**src/rtl/branch_rs_if.sv**
```systemverilog
// Bundles the dispatch, CDB, comparator and result signals of the branch reservation station.
// The master side is the environment (dispatch/CDB/comparator); the slave side is the RS itself.
interface branch_rs_if #(
  parameter int TAG_W = 3,
  parameter int WIDTH = 32
);
  logic             alloc_valid;
  logic             alloc_ready;
  logic [2:0]       alloc_cmpop;
  logic [WIDTH-1:0] alloc_src1_val;
  logic [WIDTH-1:0] alloc_src2_val;
  logic             alloc_src1_rdy;
  logic             alloc_src2_rdy;
  logic [TAG_W-1:0] alloc_src1_tag;
  logic [TAG_W-1:0] alloc_src2_tag;
  logic [TAG_W-1:0] alloc_rob_tag;

  logic             cdb_valid;
  logic [TAG_W-1:0] cdb_tag;
  logic [WIDTH-1:0] cdb_value;

  logic             flush;

  logic             cmp_load;
  logic [2:0]       cmp_op;
  logic [WIDTH-1:0] cmp_a;
  logic [WIDTH-1:0] cmp_b;
  logic             cmp_ready;
  logic             cmp_f;

  logic             res_valid;
  logic [TAG_W-1:0] res_rob_tag;
  logic             res_taken;

  modport master (
    output alloc_valid, alloc_cmpop, alloc_src1_val, alloc_src2_val,
           alloc_src1_rdy, alloc_src2_rdy, alloc_src1_tag, alloc_src2_tag, alloc_rob_tag,
           cdb_valid, cdb_tag, cdb_value, flush, cmp_ready, cmp_f,
    input  alloc_ready, cmp_load, cmp_op, cmp_a, cmp_b, res_valid, res_rob_tag, res_taken
  );

  modport slave (
    input  alloc_valid, alloc_cmpop, alloc_src1_val, alloc_src2_val,
           alloc_src1_rdy, alloc_src2_rdy, alloc_src1_tag, alloc_src2_tag, alloc_rob_tag,
           cdb_valid, cdb_tag, cdb_value, flush, cmp_ready, cmp_f,
    output alloc_ready, cmp_load, cmp_op, cmp_a, cmp_b, res_valid, res_rob_tag, res_taken
  );
endinterface

```
**src/rtl/branch_rs.sv**
```systemverilog
// Branch reservation station: collapsing queue, oldest-ready issue; ready op -> cmp_load +1, result +3 cycles.
// Backpressure: alloc_ready drops while all DEPTH entries are held; only one op may be outstanding at the comparator.
module branch_rs #(
  parameter int DEPTH = 4,
  parameter int TAG_W = 3,
  parameter int WIDTH = 32
) (
  input logic        clk,
  input logic        rst,
  branch_rs_if.slave bus
);

  localparam int CNT_W = $clog2(DEPTH + 1);
  localparam int IDX_W = $clog2(DEPTH);

  localparam logic [0:0] S_IDLE = 1'b0;
  localparam logic [0:0] S_WAIT = 1'b1;

  typedef struct packed {
    logic             vld;
    logic [2:0]       op;
    logic             s1_rdy;
    logic [TAG_W-1:0] s1_tag;
    logic [WIDTH-1:0] s1_val;
    logic             s2_rdy;
    logic [TAG_W-1:0] s2_tag;
    logic [WIDTH-1:0] s2_val;
    logic [TAG_W-1:0] rob_tag;
  } ent_t;

  ent_t             ent_q [DEPTH];
  ent_t             ent_d [DEPTH];
  ent_t             woke  [DEPTH+1];
  ent_t             new_ent;
  logic [CNT_W-1:0] count_q;
  logic [CNT_W-1:0] count_d;
  logic [CNT_W-1:0] count_base;
  logic [0:0]       state_q;
  logic [IDX_W-1:0] sel;
  logic             sel_found;
  logic             do_issue;
  logic             alloc_fire;

  logic             cmp_load_q;
  logic [2:0]       cmp_op_q;
  logic [WIDTH-1:0] cmp_a_q;
  logic [WIDTH-1:0] cmp_b_q;
  logic [TAG_W-1:0] issue_tag_q;
  logic             res_valid_q;
  logic [TAG_W-1:0] res_rob_tag_q;
  logic             res_taken_q;

  function automatic ent_t snoop(input ent_t e, input logic cv,
                                 input logic [TAG_W-1:0] ct, input logic [WIDTH-1:0] cval);
    ent_t r;
    r = e;
    if (cv && r.vld) begin
      if (!r.s1_rdy && r.s1_tag == ct) begin
        r.s1_rdy = 1'b1;
        r.s1_val = cval;
      end
      if (!r.s2_rdy && r.s2_tag == ct) begin
        r.s2_rdy = 1'b1;
        r.s2_val = cval;
      end
    end
    return r;
  endfunction

  assign bus.alloc_ready = (count_q < CNT_W'(DEPTH));
  assign alloc_fire      = bus.alloc_valid && bus.alloc_ready;
  assign do_issue        = (state_q == S_IDLE) && sel_found;

  // Readiness is judged on registered state: a CDB hit this cycle makes an entry issuable next cycle.
  always_comb begin
    sel       = '0;
    sel_found = 1'b0;
    for (int i = DEPTH - 1; i >= 0; i--) begin
      if (ent_q[i].vld && ent_q[i].s1_rdy && ent_q[i].s2_rdy) begin
        sel       = IDX_W'(i);
        sel_found = 1'b1;
      end
    end
  end

  always_comb begin
    new_ent         = '0;
    new_ent.vld     = 1'b1;
    new_ent.op      = bus.alloc_cmpop;
    new_ent.s1_rdy  = bus.alloc_src1_rdy;
    new_ent.s1_tag  = bus.alloc_src1_tag;
    new_ent.s1_val  = bus.alloc_src1_val;
    new_ent.s2_rdy  = bus.alloc_src2_rdy;
    new_ent.s2_tag  = bus.alloc_src2_tag;
    new_ent.s2_val  = bus.alloc_src2_val;
    new_ent.rob_tag = bus.alloc_rob_tag;
    new_ent         = snoop(new_ent, bus.cdb_valid, bus.cdb_tag, bus.cdb_value);
  end

  // Wakeup, collapse past the issued slot, then append the new op behind the survivors.
  always_comb begin
    for (int i = 0; i < DEPTH; i++) begin
      woke[i] = snoop(ent_q[i], bus.cdb_valid, bus.cdb_tag, bus.cdb_value);
    end
    woke[DEPTH] = '0;
    count_base  = count_q - CNT_W'(do_issue);
    count_d     = count_base + CNT_W'(alloc_fire);
    for (int i = 0; i < DEPTH; i++) begin
      ent_d[i] = (do_issue && IDX_W'(i) >= sel) ? woke[i+1] : woke[i];
      if (alloc_fire && CNT_W'(i) == count_base) begin
        ent_d[i] = new_ent;
      end
    end
  end

  always_ff @(posedge clk or negedge rst) begin
    if (!rst) begin
      for (int i = 0; i < DEPTH; i++) begin
        ent_q[i] <= '0;
      end
      count_q       <= '0;
      state_q       <= S_IDLE;
      cmp_load_q    <= 1'b0;
      cmp_op_q      <= '0;
      cmp_a_q       <= '0;
      cmp_b_q       <= '0;
      issue_tag_q   <= '0;
      res_valid_q   <= 1'b0;
      res_rob_tag_q <= '0;
      res_taken_q   <= 1'b0;
    end else if (bus.flush) begin
      for (int i = 0; i < DEPTH; i++) begin
        ent_q[i] <= '0;
      end
      count_q     <= '0;
      state_q     <= S_IDLE;
      cmp_load_q  <= 1'b0;
      res_valid_q <= 1'b0;
    end else begin
      for (int i = 0; i < DEPTH; i++) begin
        ent_q[i] <= ent_d[i];
      end
      count_q     <= count_d;
      cmp_load_q  <= 1'b0;
      res_valid_q <= 1'b0;
      if (do_issue) begin
        state_q     <= S_WAIT;
        cmp_load_q  <= 1'b1;
        cmp_op_q    <= ent_q[sel].op;
        cmp_a_q     <= ent_q[sel].s1_val;
        cmp_b_q     <= ent_q[sel].s2_val;
        issue_tag_q <= ent_q[sel].rob_tag;
      end else if (state_q == S_WAIT && bus.cmp_ready) begin
        state_q       <= S_IDLE;
        res_valid_q   <= 1'b1;
        res_rob_tag_q <= issue_tag_q;
        res_taken_q   <= bus.cmp_f;
      end
    end
  end

  assign bus.cmp_load    = cmp_load_q;
  assign bus.cmp_op      = cmp_op_q;
  assign bus.cmp_a       = cmp_a_q;
  assign bus.cmp_b       = cmp_b_q;
  assign bus.res_valid   = res_valid_q;
  assign bus.res_rob_tag = res_rob_tag_q;
  assign bus.res_taken   = res_taken_q;

endmodule

```
**src/flat_wrapper.sv**
```systemverilog
// flat-port wrapper written by rule: the top's interface ports become plain ports
module branch_rs_flat 
#(
  parameter int DEPTH = 4,
  parameter int TAG_W = 3,
  parameter int WIDTH = 32
)
  (clk, rst, bus_alloc_valid, bus_alloc_cmpop, bus_alloc_src1_val, bus_alloc_src2_val, bus_alloc_src1_rdy, bus_alloc_src2_rdy, bus_alloc_src1_tag, bus_alloc_src2_tag, bus_alloc_rob_tag, bus_cdb_valid, bus_cdb_tag, bus_cdb_value, bus_flush, bus_cmp_ready, bus_cmp_f, bus_alloc_ready, bus_cmp_load, bus_cmp_op, bus_cmp_a, bus_cmp_b, bus_res_valid, bus_res_rob_tag, bus_res_taken);
  branch_rs_if #(.TAG_W(TAG_W), .WIDTH(WIDTH)) bus_i ();
  input logic clk;
  input logic rst;
  input wire logic [$bits(bus_i.alloc_valid)-1:0] bus_alloc_valid;
  input wire logic [$bits(bus_i.alloc_cmpop)-1:0] bus_alloc_cmpop;
  input wire logic [$bits(bus_i.alloc_src1_val)-1:0] bus_alloc_src1_val;
  input wire logic [$bits(bus_i.alloc_src2_val)-1:0] bus_alloc_src2_val;
  input wire logic [$bits(bus_i.alloc_src1_rdy)-1:0] bus_alloc_src1_rdy;
  input wire logic [$bits(bus_i.alloc_src2_rdy)-1:0] bus_alloc_src2_rdy;
  input wire logic [$bits(bus_i.alloc_src1_tag)-1:0] bus_alloc_src1_tag;
  input wire logic [$bits(bus_i.alloc_src2_tag)-1:0] bus_alloc_src2_tag;
  input wire logic [$bits(bus_i.alloc_rob_tag)-1:0] bus_alloc_rob_tag;
  input wire logic [$bits(bus_i.cdb_valid)-1:0] bus_cdb_valid;
  input wire logic [$bits(bus_i.cdb_tag)-1:0] bus_cdb_tag;
  input wire logic [$bits(bus_i.cdb_value)-1:0] bus_cdb_value;
  input wire logic [$bits(bus_i.flush)-1:0] bus_flush;
  input wire logic [$bits(bus_i.cmp_ready)-1:0] bus_cmp_ready;
  input wire logic [$bits(bus_i.cmp_f)-1:0] bus_cmp_f;
  output wire logic [$bits(bus_i.alloc_ready)-1:0] bus_alloc_ready;
  output wire logic [$bits(bus_i.cmp_load)-1:0] bus_cmp_load;
  output wire logic [$bits(bus_i.cmp_op)-1:0] bus_cmp_op;
  output wire logic [$bits(bus_i.cmp_a)-1:0] bus_cmp_a;
  output wire logic [$bits(bus_i.cmp_b)-1:0] bus_cmp_b;
  output wire logic [$bits(bus_i.res_valid)-1:0] bus_res_valid;
  output wire logic [$bits(bus_i.res_rob_tag)-1:0] bus_res_rob_tag;
  output wire logic [$bits(bus_i.res_taken)-1:0] bus_res_taken;
  assign bus_i.alloc_valid = bus_alloc_valid;
  assign bus_i.alloc_cmpop = bus_alloc_cmpop;
  assign bus_i.alloc_src1_val = bus_alloc_src1_val;
  assign bus_i.alloc_src2_val = bus_alloc_src2_val;
  assign bus_i.alloc_src1_rdy = bus_alloc_src1_rdy;
  assign bus_i.alloc_src2_rdy = bus_alloc_src2_rdy;
  assign bus_i.alloc_src1_tag = bus_alloc_src1_tag;
  assign bus_i.alloc_src2_tag = bus_alloc_src2_tag;
  assign bus_i.alloc_rob_tag = bus_alloc_rob_tag;
  assign bus_i.cdb_valid = bus_cdb_valid;
  assign bus_i.cdb_tag = bus_cdb_tag;
  assign bus_i.cdb_value = bus_cdb_value;
  assign bus_i.flush = bus_flush;
  assign bus_i.cmp_ready = bus_cmp_ready;
  assign bus_i.cmp_f = bus_cmp_f;
  assign bus_alloc_ready = bus_i.alloc_ready;
  assign bus_cmp_load = bus_i.cmp_load;
  assign bus_cmp_op = bus_i.cmp_op;
  assign bus_cmp_a = bus_i.cmp_a;
  assign bus_cmp_b = bus_i.cmp_b;
  assign bus_res_valid = bus_i.res_valid;
  assign bus_res_rob_tag = bus_i.res_rob_tag;
  assign bus_res_taken = bus_i.res_taken;
  branch_rs #(.DEPTH(DEPTH), .TAG_W(TAG_W), .WIDTH(WIDTH)) u_core (.clk(clk), .rst(rst), .bus(bus_i));
endmodule
```
**config.mk**
```make
export PLATFORM = sky130hd
export DESIGN_NAME = branch_rs_flat
export DESIGN_NICKNAME = d
export VERILOG_FILES = /design/src/rtl/branch_rs_if.sv /design/src/rtl/branch_rs.sv /design/src/flat_wrapper.sv
export SDC_FILE = /design/constraint.sdc
export NUM_CORES = 1
export LEC_CHECK = 0
export CORE_AREA = 2 2 218 220
export DETAILED_ROUTE_END_ITERATION = 12
export DIE_AREA = 0 0 220 222
export PLACE_DENSITY_LB_ADDON = 0.12
export SYNTH_ARGS = -nofsm -noshare
export SYNTH_HDL_FRONTEND = slang
export SYNTH_SLANG_ARGS = --single-unit
```
**constraint.sdc**
```tcl
create_clock -name clk -period 3.1 [get_ports clk]
set_clock_uncertainty 0.1 [all_clocks]
set_input_delay 0.62 -clock clk [delete_from_list [all_inputs] [get_ports clk]]
set_output_delay 0.62 -clock clk [all_outputs]
set_load 0.005 [all_outputs]
```
==> impl_metrics.toml, run 1 <==
[clock_network]
clock_latency_ps = 590
clk_pin_slew_ps = 60
root_buffer = "clkbuf_16"
cts_htree_levels = 2
clock_sinks = 396
cts_buffers = 45
cts_tree = "built"
cts_buffer_depth = 3

[timing]
timing.final.crit_share = 0.9397
drv_slew = 0
tns_ps = 0
worstMarginPinSlew_ps = 719.1
max_slew_margin = 0.5206
hold_viol = 0
fin_crit_ps = 2913
setup_violations = 0
rsz0062_at_grt = "false"
max_freq_ghz = 0.3433

[flow_run]
max-cap-violations = 0

[cells_and_area]
area_delta_synth_final_pct = 21.64
postLayoutCellArea_sq_um = 26370
drive_gt1_frac = 0.1059
fillCellCount = 4008
nets = 2337

[worst_setup_path]
worstPathRequired_ps = 3440
arrival_ps = 3260
rr_worst_depth = 13
rr_startpoint = "u_core.ent_q[315]$_DFFE_PN0P_"
timing.rr.end = "u_core.ent_q[136]$_DFF_PN0_"
worstSetupEndpointType = "register"
r2r_slack_ps = 190
critPathLaunchType = "register"
worst-path-max-fanout = 20
path_class = "register to register"

[placement]
hpwl_um = 44250
port_buffers = 193
postPlaceCellArea_sq_um = 24850
gp_congestion = 0.8467

[logic_synthesis]
synth_enable_flop_cells = 0
ys.flop_type = "dfrtp_1"
synth_common_cells = "dfrtp_1 (396), mux2i_1 (336), nor2_1 (216), clkbuf_1 (149), o22a_1 (134)"
async_flop_share = 1.000
synth.distinct_cells = 49
ys_ff_latch = 396
synth_adder_area_share = 0.001731
synth_compound_gate_area_share = 0.2368
synth_top_family_by_area = "compound AO/OA/AOI/OAI gates"
synth_area_leaders = "dfrtp_1 (46%), mux2i_1 (16%), o22a_1 (5.4%), nor2_1 (3.7%), a22o_1 (3.3%)"
synth_area_leader_cell = "dfrtp_1"
synth_xor_area_frac = 0.01333
syn_inst = 2079
syn-cell-area_sq_um = 21680
ys_seq_area_frac = 0.4571
syn_nets = 2202
synth_most_common_cell = "dfrtp_1"
synth_top_area_frac = 0.4571
postSynthAreaPerCell_sq_um = 10.43
ys_warn_count = 0
synth_mux_area_frac = 0.1572
synthSimpleGateAreaFrac = 0.08131

[outcome]
status = "complete, no violations"

[drt]
final_antenna_net_count = 0
vias_per_cell = 6.546
drtIter0Drc = 2245
drt-total-wl_um = 75900
wl_per_cell_um = 26.58
drc = 0
first_pass_iters = 8
num_vias = 18689

[global_route]
track_usage = 0.3075
antenna_found_initial = 2
grt_overflow = 0
grt_pass1_vias = 18802
grt_max_degree = 142
grt_pass1_wl_um = 115200

[min_path]
min_from = "u_core.ent_q[247]$_DFFE_PN0P_"
min_to = "u_core.ent_q[247]$_DFFE_PN0P_"
holdPathStages = 1
hp-class = "register to register"

[power_and_ir_drop]
ir_drop_uv = 363.8
power_density_nw_per_um2 = 718.7
p_leak_nw = 11.08

[floorplan]
coreArea_sq_um = 46260
die_area_sq_um = 48840
io_pins = 194
initial_utilization = 0.4687
fp.dieW_um = 220
row_count = 79
fp.dieH_um = 222
[cells by family after synthesis]
group           count (synthesis)
compound gates                681
buf+inv                       237
xor+xnor                       33
mux                           340
flops                         396
simple gates                  389
fa+ha+maj                       3
[metrics by stage]
| stage | util | power, mW | hold slack (ps) | setup WS, ps | instances |
|---|---|---|---|---|---|
| CTS | 0.5691 | 18.99 | 393.6 | 127.9 | 2850 |
| detailed placement | 0.5372 | 13.63 | 381.0 | 2.660 | 2769 |
| global placement | 0.5372 | 13.48 | 372.8 | 22.10 | 2769 |
| finish | 0.5701 | 18.95 | 397.0 | 186.8 | 2855 |
| floorplan | - | 10.82 | 224.4 | 74.80 | 2079 |
| global route | 0.5701 | 19.93 | 403.1 | 0.9186 | 2854 |
[layout by cell type, fill, tap and decap left out, types with 6 or more instances in the layout]
cell	synthesis	routed
a22o_1	82	82
xnor2_1	14	14
a21oi_1	76	76
nor4_1	6	6
o21ai_1	127	126
inv_1	6	6
nand2_1	108	107
clkbuf_16	0	48
o21ai_0	15	15
dfrtp_1	396	396
clkbuf_8	0	14
clkbuf_1	149	9
o22a_1	134	134
nand3b_1	7	7
o22ai_1	66	66
a32o_1	64	64
nor4_4	6	6
xor2_1	19	19
buf_4	14	77
a222oi_1	70	70
mux2i_1	336	336
clkinv_2	0	6
a211oi_1	13	13
nor2_1	216	215
clkdlybuf4s50_1	0	191
a311oi_1	24	24
buf_12	0	45
[worst max-delay path: stages (launching register included)]
cell and delay, ps:
dfrtp_1 390, nand3_2 110, and2_4 150, a31oi_1 200
ha_1 200, ha_1 230, buf_4 150, nor4b_2 280
nand2_1 120, o211ai_1 160, buf_4 190, buf_6 270
o22a_1 180, o21ai_1 50
[report_power, final]
group	total (mW)	switching, mW	internal, mW
registers	7.29	0.846	6.44
clock network	5.33	2.23	3.10
logic	6.33	3.38	2.95
[state kept, by name, summed over array words and instances, names as in the netlist]
signal	count
u_core.ent_q	316
u_core.bus.cmp_a	32
u_core.bus.cmp_b	32
u_core.bus.cmp_op	3
u_core.bus.res_rob_tag	3
u_core.count_q	3
u_core.issue_tag_q	3
u_core.bus.cmp_load	1
u_core.bus.res_taken	1
u_core.bus.res_valid	1
u_core.state_q	1
[what timing repair did]
item                                    CTS  global route
setup buffers                             0             3
resized for setup                         0             3
hold buffers                              1             0
endpoints found under the hold margin    50             0
endpoints found under the setup margin    0            24
[worst max-delay path by stage]
stage                                        startpoint                       endpoint  depth (start not counted)
after floorplan           u_core.ent_q[236]$_DFFE_PN0P_  u_core.ent_q[240]$_DFFE_PN0P_                         13
after global placement                    bus_cdb_valid  u_core.ent_q[258]$_DFFE_PN0P_                          7
after detailed placement                  bus_cdb_valid  u_core.ent_q[258]$_DFFE_PN0P_                          7
after CTS                 u_core.ent_q[315]$_DFFE_PN0P_  u_core.ent_q[290]$_DFFE_PN0P_                         10
after global routing      u_core.ent_q[315]$_DFFE_PN0P_    u_core.ent_q[123]$_DFF_PN0_                         13
final                     u_core.ent_q[315]$_DFFE_PN0P_    u_core.ent_q[136]$_DFF_PN0_                         13
[layout make-up]
| cell class | count | area (sq um) | area share |
|---|---|---|---|
| antenna | 1 | 2.502 | 0.00009489 |
| clock buffer | 70 | 1403 | 0.05318 |
| clock inverter | 10 | 63.81 | 0.002420 |
| inverter | 6 | 22.52 | 0.0008540 |
| multi-input combinational | 1446 | 10740 | 0.4074 |
| sequential | 396 | 9910 | 0.3757 |
| tap | 607 | 759.5 | 0.02880 |
| timing repair buffer | 319 | 3468 | 0.1315 |
[layer usage]
layer,wire length (um),GRT usage,up-vias
met5,13,0,-
met4,2506,0.1204,2
met3,5697,0.04348,171
met2,35570,0.4913,863
met1,32110,0.4215,9484
li1,-,-,8169
Power figures use the tool's default switching activity.
==> run 2: changes to the inputs <==
--- a/config.mk
+++ b/config.mk
@@ -5,10 +5,11 @@
 export SDC_FILE = /design/constraint.sdc
 export NUM_CORES = 1
 export LEC_CHECK = 0
-export CORE_AREA = 2 2 218 220
+export CORE_AREA = 2 2 244 198
 export DETAILED_ROUTE_END_ITERATION = 12
-export DIE_AREA = 0 0 220 222
+export DIE_AREA = 0 0 246 200
 export PLACE_DENSITY_LB_ADDON = 0.12
+export RECOVER_POWER = 100
 export SYNTH_ARGS = -nofsm -noshare
 export SYNTH_HDL_FRONTEND = slang
 export SYNTH_SLANG_ARGS = --single-unit
==> run 2 against run 1 <==
  * The run now ends with max-capacitance violations, max-slew violations left
  * Die area is 0.74% higher
  * Sequential share of layout area is 0.20 points higher
  * Flip-flop and latch count stayed put
  * Combinational power is 1% lower
  * Clock-buffer cell count is 4 lower
  * Via count is 1.7% higher
  * First-iteration DRC count is 14% higher
  * Maximum frequency is 3.6% lower
  * Power is 0.14% higher
  * Global-route usage is 0.77 points higher
  * Clock power is 3% higher
  * Largest cell class unchanged
==> impl_metrics.toml, run 2 (same netlist as run 1, synthesis figures left out) <==
[timing]
worst_slack_ps = 77.29
timing.final.crit_share = 0.9751
rsz0062_at_grt = "false"
hold_slack_ps = 307.0
worstMarginPinSlew_ps = 1590
max_freq_ghz = 0.3308
setup_violations = 0
max_slew_margin = -0.05970
fin_crit_ps = 3023
drv_slew = 85
hold_viol = 0

[clock_network]
cts_buffers = 44
cts_tree = "built"
clock_sinks = 396
clock_latency_ps = 590
cts_buffer_depth = 3
cts_htree_levels = 2
root_buffer = "clkbuf_16"
clk_pin_slew_ps = 60

[floorplan]
fp.dieH_um = 200
initial_utilization = 0.4649
coreArea_sq_um = 46640
die_area_sq_um = 49200
io_pins = 194
row_count = 71
fp.dieW_um = 246

[drt]
drtIter0Drc = 2567
wl_per_cell_um = 27.48
drc = 0
vias_per_cell = 6.628
drt-total-wl_um = 78810
final_antenna_net_count = 0
first_pass_iters = 6
num_vias = 19010

[worst_setup_path]
crit_chain = "nand3_2 > and2_4 > clkbuf_4 > buf_2 > a222oi_1 > clkbuf_2 > a21oi_1"
cp_slowest_cell = "buf_2"
worst-path-max-fanout = 51
arrival_ps = 3430
critPathLaunchType = "register"
path_class = "register to register"
worstPathRequired_ps = 3510
critical-path-max-stage-delay_ps = 930
critical_path_buf_inv_count = 3
cp_top_family = "buffers and inverters"
worstSetupEndpointType = "register"

[placement]
port_buffers = 193
gp_congestion = 0.8918
postPlaceCellArea_sq_um = 24850
placed_cells = 2781
pre_cts_slack_ps = -46.65
hpwl_um = 45320

[global_route]
met1_usage = 0.4390
grt_use_met2 = 0.4923
track_usage = 0.3152
grt_overflow = 0
antenna_found_initial = 1
use_met3 = 0.05802
grt_pass1_wl_um = 117900
grt_pass1_vias = 19060
grt_max_degree = 75
busiest_layer = "met2"

[cells_and_area]
fillCellCount = 4065
drive_gt1_frac = 0.1037
top_register = "u_core.ent_q"
stdcell_count = 2868
area_delta_synth_final_pct = 20.99
final_common_cell = "dfrtp_1"
layout_common_cells = "dfrtp_1 (396), mux2i_1 (336), nor2_1 (215)"
postLayoutCellArea_sq_um = 26230
largest_reg_flops = 316
nets = 2335

[outcome]
violations = "max-capacitance violations, max-slew violations"
status = "complete, but fails checks"

[power_and_ir_drop]
power_density_nw_per_um2 = 723.5
ir_drop_uv = 382.8
p_leak_nw = 11.12
total_power_mw = 18.98

[min_path]
hp-class = "input pin to register"

[flow_run]
max-cap-violations = 2
==> run 2: cell types whose count changed in the layout (fill, tap and decap cells not counted), sizes merged <==
cell	previous run	this run
dlygate4sd3	1	75
clkinvlp	1	2
bufinv	0	3
buf	126	110
clkbuf	71	82
inv	8	7
clkdlybuf4s50	191	117
clkinv	7	9
==> run 2: stage by stage <==
| stage | util | TNS [ps] |
|---|---|---|
| finish | 0.5624 | 0 |
| global route | 0.5624 | 0 |
| CTS | 0.5651 | 0 |
| detailed placement | 0.5328 | -789.2 |
| global placement | 0.5328 | -226.3 |
| floorplan | - | 0 |
==> run 2: final timing paths <==
check	cells past startpoint	from	slack, ps	end
max	7	u_core.ent_q[315]$_DFFE_PN0P_	80	u_core.bus.cmp_a[21]$_DFFE_PN0P_
min	2	bus_flush	310	u_core.count_q[1]$_DFF_PN0_
max reg2reg	7	u_core.ent_q[315]$_DFFE_PN0P_	80	u_core.bus.cmp_a[21]$_DFFE_PN0P_
min reg2reg	1	u_core.ent_q[279]$_DFFE_PN0P_	390	u_core.ent_q[279]$_DFFE_PN0P_
max in group asynchronous	3	rst	540	u_core.ent_q[80]$_DFFE_PN0P_
min in group asynchronous	2	rst	900	u_core.bus.cmp_op[1]$_DFFE_PN0P_
==> run 2: layout make-up <==
class                      instances  area (sq um)  share of cell area
multi-input combinational       1446         10720              0.4087
sequential                       396          9910              0.3778
timing repair buffer             318          3303              0.1259
clock buffer                      66          1326             0.05056
tap                              620         775.7             0.02957
clock inverter                    15         170.2            0.006487
inverter                           6         22.52           0.0008586
antenna                            1         2.502          0.00009540
==> run 2: worst register-to-register path, cell delays in order, from the launching register on <==
cell and delay [ps]:
dfrtp_1 410, nand3_2 100, and2_4 140, clkbuf_4 710
buf_2 940, a222oi_1 210, clkbuf_2 210, a21oi_1 160
==> run 2: timing repair <==
action | CTS | global route
hold buffers | 1 | 0
endpoints found under the setup margin | 0 | 28
setup buffers | 0 | 3
hold endpoints to repair | 46 | 0
resized for setup | 0 | 3
==> run 2: routing by layer <==
layer,routed length (um),up-vias
met5,0,-
met4,2389,0
met3,7480,182
met2,35800,1074
met1,33150,9574
li1,-,8180
==> run 2: power breakdown <==
group	total, mW	switching [mW]	internal (mW)
Combinational	6.24	3.50	2.75
Sequential	7.24	0.804	6.44
Clock	5.49	2.28	3.22
==> variant, RTL diff (config.mk and constraints of run 1) <==
`TAG_W` is set to 3 in 3 places; all go to 6.
--- a/src/rtl/branch_rs_if.sv
+++ b/src/rtl/branch_rs_if.sv
@@ -1,7 +1,7 @@
 // Bundles the dispatch, CDB, comparator and result signals of the branch reservation station.
 // The master side is the environment (dispatch/CDB/comparator); the slave side is the RS itself.
 interface branch_rs_if #(
-  parameter int TAG_W = 3,
+  parameter int TAG_W = 6,
   parameter int WIDTH = 32
 );
   logic             alloc_valid;
--- a/src/rtl/branch_rs.sv
+++ b/src/rtl/branch_rs.sv
@@ -2,7 +2,7 @@
 // Backpressure: alloc_ready drops while all DEPTH entries are held; only one op may be outstanding at the comparator.
 module branch_rs #(
   parameter int DEPTH = 4,
-  parameter int TAG_W = 3,
+  parameter int TAG_W = 6,
   parameter int WIDTH = 32
 ) (
   input logic        clk,
--- a/src/flat_wrapper.sv
+++ b/src/flat_wrapper.sv
@@ -2,7 +2,7 @@
 module branch_rs_flat 
 #(
   parameter int DEPTH = 4,
-  parameter int TAG_W = 3,
+  parameter int TAG_W = 6,
   parameter int WIDTH = 32
 )
   (clk, rst, bus_alloc_valid, bus_alloc_cmpop, bus_alloc_src1_val, bus_alloc_src2_val, bus_alloc_src1_rdy, bus_alloc_src2_rdy, bus_alloc_src1_tag, bus_alloc_src2_tag, bus_alloc_rob_tag, bus_cdb_valid, bus_cdb_tag, bus_cdb_value, bus_flush, bus_cmp_ready, bus_cmp_f, bus_alloc_ready, bus_cmp_load, bus_cmp_op, bus_cmp_a, bus_cmp_b, bus_res_valid, bus_res_rob_tag, bus_res_taken);
Interface: changed (5 resized); port bits go from 194 to 209. No check against the original RTL was run, so the function may have changed too.
==> variant against run 1 <==
- combinational power fell by 13%
- setup slack got worse by 73 ps
- first-iteration DRC count fell by 2.4%
- sequential cell count rose by 42
- total power fell by 1.1%
- area after synthesis rose by 10%
- global-route usage rose by 2.1 points
- maximum frequency fell by 2.5%
- final area rose by 13%
- wire length rose by 7.5%
- critical path type unchanged
==> variant: results (changes against run 1) <==
[run_status]
status=complete, no violations

[global_route]
grtUsageMet2=0.531  ; +0.0396
grt_max_degree=73  ; -49%
grt_pass1_vias=21300  ; +13%
use_met3=0.0527  ; +0.00919

[layout]
multi_input_area_um2=12000  ; +11%
nFlopsAndLatches=438  ; +11%
fillers=3724  ; -7.1%
nonClockInverterCount=9  ; +3
multi_input_area_share=0.401  ; -0.00594
seq_area_frac=0.368  ; -0.00800
stdcell_count=3170  ; +11%
clk_share=0.0501  ; -0.00548
nNonClkBuffers=436  ; +37%
drive_gt1_frac=0.141  ; +0.0353

[synth]
syn-num-nets=2425  ; +10%
synth_area_leaders=dfrtp_1, mux2i_1, o221ai_1

[routing]
first_pass_iters=6  ; -2
drt_iter0_drc=2190  ; -2.4%
top_layer=met4
viasPerCell=6.70  ; +2.3%
met3_length_mm=6.48  ; +14%

[worst_setup_path]
r2r_cells=12  ; -1
rrSetupSlack_ps=110  ; -70 ps
crit_end=u_core.ent_q[339]
cp.arrival_ps=3360  ; +100 ps

[power_and_ir_drop]
p_leak_nw=12.8  ; +15%

[timing]
worst_pin_slew_ps=1000  ; +285 ps

[place]
placedCellCount=3080  ; +11%

[cts]
numCtsBuffers=49  ; +8.9%

## variant: logic make-up (layout without fill, tap and decap cells)
| family | after synthesis | count (layout) | synth area share |
|---|---|---|---|
| simple gates | 461 | 461 | 0.0853 |
| fa+ha+maj | 3 | 3 | 0.00157 |
| buf+inv | 257 | 530 | 0.0481 |
| flops | 438 | 438 | 0.459 |
| xor+xnor | 61 | 61 | 0.0227 |
| compound gates | 665 | 665 | 0.213 |
| mux | 405 | 405 | 0.170 |
## variant: per-stage QoR
stage	power (mW)	hold WS, ps	util	setup slack, ps	area [um^2]
2_1_floorplan	10.6	224	-	16.7	23900
3_3_place_gp	13.0	359	0.610	-159	28200
3_5_place_dp	13.1	362	0.610	-224	28200
4_1_cts	18.7	371	0.643	29.8	29700
5_1_grt	19.6	401	0.644	0.232	29800
6_report	18.8	370	0.644	113	29800
